File: src/rtl/fft_frame_streamer.sv
// rtl/fft_frame_streamer.sv - buffered AXI-Stream frame source for the FFT wrapper
//
// Holds one frame of samples, sends a single config word on the config
// channel, then streams the frame (forward or reversed) with tlast on the
// final beat.
//
// Optional feature macro: FFT_STREAM_REPEAT_EN (adds repeat_mode / stop).
//
// Ports:
//   aclk, areset           clock (rising edge), asynchronous active-high reset
//   wr_en/wr_addr/wr_data  buffer write port, ignored while busy
//   start, cfg_word,       transfer request; cfg_word, frame_len and reverse
//   frame_len, reverse     are latched when start is accepted
//   busy, done             transfer in progress / one-cycle completion pulse
//   frame_count            completed frames, wraps at 2^16
//   m_cfg_*                config word channel
//   m_t*                   sample channel
//   repeat_mode, stop      continuous streaming control (macro only)
module fft_frame_streamer #(
  parameter int DATA_W = 8,
  parameter int DEPTH  = 16,
  parameter int CFG_W  = 8,
  localparam int AW    = $clog2(DEPTH)
) (
  input  logic              aclk,
  input  logic              areset,
  input  logic              wr_en,
  input  logic [AW-1:0]     wr_addr,
  input  logic [DATA_W-1:0] wr_data,
  input  logic              start,
  input  logic [CFG_W-1:0]  cfg_word,
  input  logic [AW:0]       frame_len,
  input  logic              reverse,
`ifdef FFT_STREAM_REPEAT_EN
  input  logic              repeat_mode,
  input  logic              stop,
`endif
  output logic              busy,
  output logic              done,
  output logic [15:0]       frame_count,
  output logic [CFG_W-1:0]  m_cfg_tdata,
  output logic              m_cfg_tvalid,
  input  logic              m_cfg_tready,
  output logic [DATA_W-1:0] m_tdata,
  output logic              m_tvalid,
  output logic              m_tlast,
  input  logic              m_tready
);

  typedef enum logic [1:0] {
    IDLE   = 2'd0,
    CFG    = 2'd1,
    STREAM = 2'd2
  } state_t;

  localparam logic [AW:0] DEPTH_L = (AW+1)'(DEPTH);

  logic [DATA_W-1:0] mem [DEPTH];

  state_t           state_q, state_d;
  logic [CFG_W-1:0] cfg_q, cfg_d;
  logic [AW:0]      len_q, len_d;
  logic             rev_q, rev_d;
  logic [AW-1:0]    idx_q, idx_d;
  logic [AW:0]      beat_q, beat_d;
  logic             done_q, done_d;
  logic [15:0]      fc_q, fc_d;

  logic [AW:0]      eff_len;
  logic [AW:0]      last_beat;
  logic [AW-1:0]    first_idx;
  logic             loop_again;

  // Zero or oversize lengths select the whole buffer.
  assign eff_len   = (frame_len == '0 || frame_len > DEPTH_L) ? DEPTH_L : frame_len;
  assign last_beat = len_q - 1'b1;
  assign first_idx = rev_q ? AW'(last_beat) : '0;

`ifdef FFT_STREAM_REPEAT_EN
  logic rep_q, rep_d;
  logic stop_req_q, stop_req_d;

  always_ff @(posedge aclk or posedge areset) begin
    if (areset) begin
      rep_q      <= 1'b0;
      stop_req_q <= 1'b0;
    end else begin
      rep_q      <= rep_d;
      stop_req_q <= stop_req_d;
    end
  end

  always_comb begin
    rep_d      = rep_q;
    stop_req_d = stop_req_q;
    if (state_q == IDLE) begin
      if (start) begin
        rep_d      = repeat_mode;
        stop_req_d = 1'b0;
      end
    end else if (stop) begin
      stop_req_d = 1'b1;
    end
  end

  // A stop arriving on the final beat's cycle still ends after this frame.
  assign loop_again = rep_q & ~stop_req_q & ~stop;
`else
  assign loop_again = 1'b0;
`endif

  // Buffer has no reset so its contents survive areset.
  always_ff @(posedge aclk) begin
    if (wr_en && state_q == IDLE) begin
      mem[wr_addr] <= wr_data;
    end
  end

  always_ff @(posedge aclk or posedge areset) begin
    if (areset) begin
      state_q <= IDLE;
      cfg_q   <= '0;
      len_q   <= '0;
      rev_q   <= 1'b0;
      idx_q   <= '0;
      beat_q  <= '0;
      done_q  <= 1'b0;
      fc_q    <= '0;
    end else begin
      state_q <= state_d;
      cfg_q   <= cfg_d;
      len_q   <= len_d;
      rev_q   <= rev_d;
      idx_q   <= idx_d;
      beat_q  <= beat_d;
      done_q  <= done_d;
      fc_q    <= fc_d;
    end
  end

  always_comb begin
    state_d = state_q;
    cfg_d   = cfg_q;
    len_d   = len_q;
    rev_d   = rev_q;
    idx_d   = idx_q;
    beat_d  = beat_q;
    done_d  = 1'b0;
    fc_d    = fc_q;
    case (state_q)
      IDLE: begin
        if (start) begin
          state_d = CFG;
          cfg_d   = cfg_word;
          len_d   = eff_len;
          rev_d   = reverse;
          idx_d   = reverse ? AW'(eff_len - 1'b1) : '0;
          beat_d  = '0;
        end
      end
      CFG: begin
        if (m_cfg_tready) begin
          state_d = STREAM;
        end
      end
      STREAM: begin
        if (m_tready) begin
          if (beat_q == last_beat) begin
            fc_d = fc_q + 16'd1;
            if (loop_again) begin
              idx_d  = first_idx;
              beat_d = '0;
            end else begin
              state_d = IDLE;
              done_d  = 1'b1;
            end
          end else begin
            idx_d  = rev_q ? idx_q - 1'b1 : idx_q + 1'b1;
            beat_d = beat_q + 1'b1;
          end
        end
      end
      default: state_d = IDLE;
    endcase
  end

  assign busy         = (state_q != IDLE);
  assign done         = done_q;
  assign frame_count  = fc_q;
  assign m_cfg_tvalid = (state_q == CFG);
  assign m_cfg_tdata  = m_cfg_tvalid ? cfg_q : '0;
  assign m_tvalid     = (state_q == STREAM);
  assign m_tdata      = m_tvalid ? mem[idx_q] : '0;
  assign m_tlast      = m_tvalid && (beat_q == last_beat);

endmodule

File: config.mk
export PLATFORM = sky130hd
export DESIGN_NAME = fft_frame_streamer
export DESIGN_NICKNAME = d
export VERILOG_FILES = /design/src/rtl/fft_frame_streamer.sv
export SDC_FILE = /design/constraint.sdc
export NUM_CORES = 1
export LEC_CHECK = 0
export BUFFER_PORTS_ARGS = -buffer_cell sky130_fd_sc_hd__buf_2
export CAP_MARGIN = 20
export CELL_PAD_IN_SITES_DETAIL_PLACEMENT = 0
export CELL_PAD_IN_SITES_GLOBAL_PLACEMENT = 2
export CORE_MARGIN = 3
export CORE_UTILIZATION = 40
export CTS_BUF_LIST = sky130_fd_sc_hd__clkbuf_8
export DETAILED_ROUTE_END_ITERATION = 10
export PLACE_DENSITY_LB_ADDON = 0.15
export SLEW_MARGIN = 30
export SYNTH_ARGS = -nofsm -noshare
export SYNTH_HDL_FRONTEND = slang
export SYNTH_SLANG_ARGS = --single-unit
File: constraint.sdc
create_clock -name aclk -period 2.7 [get_ports aclk]
set_clock_uncertainty 0.05 [all_clocks]
set_input_delay 0 -clock aclk [delete_from_list [all_inputs] [get_ports aclk]]
set_output_delay 0 -clock aclk [all_outputs]
set_load 0.005 [all_outputs]
==> results.cfg <==
[outcome]
status = completed

[clocking]
clockBufferDepth = 2
cts_sinks = 170
cts_setup_buffers = 0
insertion_delay_ns = 0.45
path_clk_slew_ns = 0.10
cts.htree.levels = 4
numCtsBuffers = 17
cts_tree = built
root_buffer = clkbuf_8

[logic_synthesis]
seq_area_frac_synth_pct = 66.5
synthArstFlopShare_pct = 24.7
synthCells = 445
synthFlopType = edfxtp_1
synth_top_cell_by_area = edfxtp_1
synth_top_area_share_pct = 52.2
yosys_register_bits = 170
synth_area_leaders = edfxtp_1, dfrtp_1, mux4_1
synth_area_sq_um = 7360
synth_cell_types = 51
syn_area_per_cell_sq_um = 16.5
synth_nets = 485
synth-edff-count = 128
yosysWarnings = 0
yosysMostFrequentCell = edfxtp_1
synthTopCellsByCount = edfxtp_1, nand2_1, dfrtp_1

[power]
ir_worst_vdd_uv = 485
pwr-share-clk_pct = 27.3
power.density_nw_per_um2 = 830
intPower_uw = 5090
switching_share_pct = 31.2
pwr-share-seq_pct = 43.2
switchingPower_uw = 2310
leakage_uw = 0.00348
pwr-share-comb_pct = 29.5

[floorplan]
design.core.area_sq_um = 17700
die_y_um = 142
die_area_sq_um = 20100
die_width_um = 142
initial_core_util_pct = 41.7
rows = 48
ios = 69

[setup_path]
critPathLaunch = idx_q[0]
critPathKind = register to output port
cp_slowest_cell = mux4_1
path_max_fanout = 18
crit_path_start_kind = register
cp_cell_sequence = buf_12 > mux4_1 > mux4_2 > and2_1 > buf_2
critPathMaxStageDelay_ns = 0.61
worstPathRequired_ns = 2.65
worstReg2RegStart = len_q[0]
worstPathArrival_ns = 2.53
end_kind = output port

[global_routing]
grt_max_degree = 43
grt_pass1_wl_um = 24400
grtUsageTotal_pct = 16.2
grt-ovfl-total = 0
grt_pass1_vias = 4330
antenna_found_initial = 0

[place]
gp_congestion = 0.800
place_ws_ns = 0.307
io_buffers = 68
dp_hpwl_um = 10700

[sta]
rsz0062_at_grt = false
hold_violations = 0
fin_tns_setup_ns = 0
worstMarginPinSlew_ns = 0.753
fmax_mhz = 388
slew_headroom_pct = 49.7
fin_ws_ns = 0.123
maxSlewViolCount = 0
period_minus_slack_ns = 2.58
finalSetupViolCount = 0
period_share_pct = 95.4

[routing]
viasPerCell = 5.16
num_vias = 4200
drt-initial-drc-count = 308
dr.pass1.iters = 6
wl_um = 16000
routedWlPerCell_um = 19.7
ant_nets = 0
drcViolationCount = 0

[finish]
fin_nets = 616
area_growth_pct = 21.2
n_antenna_cell = 0
drive_above_1_share_pct = 27.7

[min_path]
min_path_type = primary input to register
min_from = wr_addr[3]

[job]
max_cap_violations = 0
metal layers:
metal	part of all wire [%]	up-vias	track usage, %
li1	-	1988	-
met1	46	2111	22.9
met2	49	92	26.0
met3	4.3	9	3.74
met4	0.62	0	3.64
met5	0	-	0
final timing paths:
check / endpoint / slack (ns) / depth (start not counted)
max reg2reg: frame_count[13] / 0.31 / 8
min reg2reg: cfg_q[2] / 0.42 / 2
min in group asynchronous: frame_count[14] / 0.15 / 3
max in group asynchronous: idx_q[0] / 1.95 / 3
min: mem[8][0] / 0.04 / 3
max: m_tdata[1] / 0.12 / 5
final cells by class:
cell class / instances / area [sq um]
Timing Repair Buffer: 133 / 938
Tap cell: 225 / 282
Inverter: 12 / 46.3
Clock inverter: 15 / 230
Multi-Input combinational cell: 242 / 2300
Clock buffer: 17 / 234
Sequential cell: 170 / 4900
Fill cell: 1524 / 8730
through the flow:
| stage | instances | utilization, % | area (sq um) | power (uW) | hold WS, ns |
|---|---|---|---|---|---|
| 6_report | 814 | 50.6 | 8930 | 7410 | 0.0418 |
| 5_1_grt | 814 | 50.6 | 8930 | 7830 | 0.0296 |
| 4_1_cts | 813 | 50.4 | 8900 | 7460 | 0.0151 |
| 3_5_place_dp | 754 | 46.3 | 8170 | 5410 | 0.148 |
| 3_3_place_gp | 754 | 46.3 | 8170 | 5390 | 0.140 |
| 2_1_floorplan | 445 | - | 7360 | 4760 | 0.0489 |
what timing repair did:
action,in CTS,in global routing
resized for setup,0,1
endpoints found under the hold margin,189,0
endpoints found under the setup margin,0,2
hold buffers,27,0
cells by family (layout without fill, tap and decap cells):
family / Yosys count / in the layout / share of synthesized area, %
multiplexers: 46 / 46 / 14.4
adder cells (fa/ha/maj): 8 / 8 / 1.46
XOR/XNOR: 23 / 23 / 2.74
AND/OR/NAND/NOR: 132 / 132 / 9.06
buffers and inverters: 33 / 177 / 2.28
AO/OA/AOI/OAI: 33 / 33 / 3.57
flip-flops: 170 / 170 / 66.5
power groups by stage:
stage	Clock [uW]	Combinational, uW	Sequential, uW
after floorplan	0	1590	3170
after global placement	0	2140	3250
after detailed placement	0	2160	3260
after CTS	2070	2200	3200
after global routing	2190	2400	3240
final	2020	2180	3200
sequential cells by signal, summed over array words and instances, names as in the netlist:
register and count:
cfg_q 8, idx_q 4, mem 128, len_q 5, done 1, frame_count 16
beat_q 5, state_q 2, rev_q 1
critical path, delay by kind of cell (launching register included):
family                 cells  cell delay [ns]
DFF                        1             0.43
buffers and inverters      2             0.33
and+or+nand+nor            1             0.19
muxes                      2             1.11
cell usage in the layout, fill, tap and decap left out, types with 4 or more instances in the layout:
cell type and count:
and2_1 19, and3_1 6, buf_2 68, buf_4 35, clkbuf_8 17, clkinv_8 4, dfrtp_1 41, dlygate4sd3_1 27
edfxtp_1 128, ha_1 7, inv_1 11, inv_6 4, mux2_2 4, mux4_1 26, mux4_2 14, nand2_1 43
nand2b_1 6, nand3_1 5, nand4_1 12, nor2_1 21, nor2b_1 4, nor3_1 7, o21ai_0 9, xnor2_1 19
xor2_1 4
No activity file was read; power rests on OpenSTA's default activity.
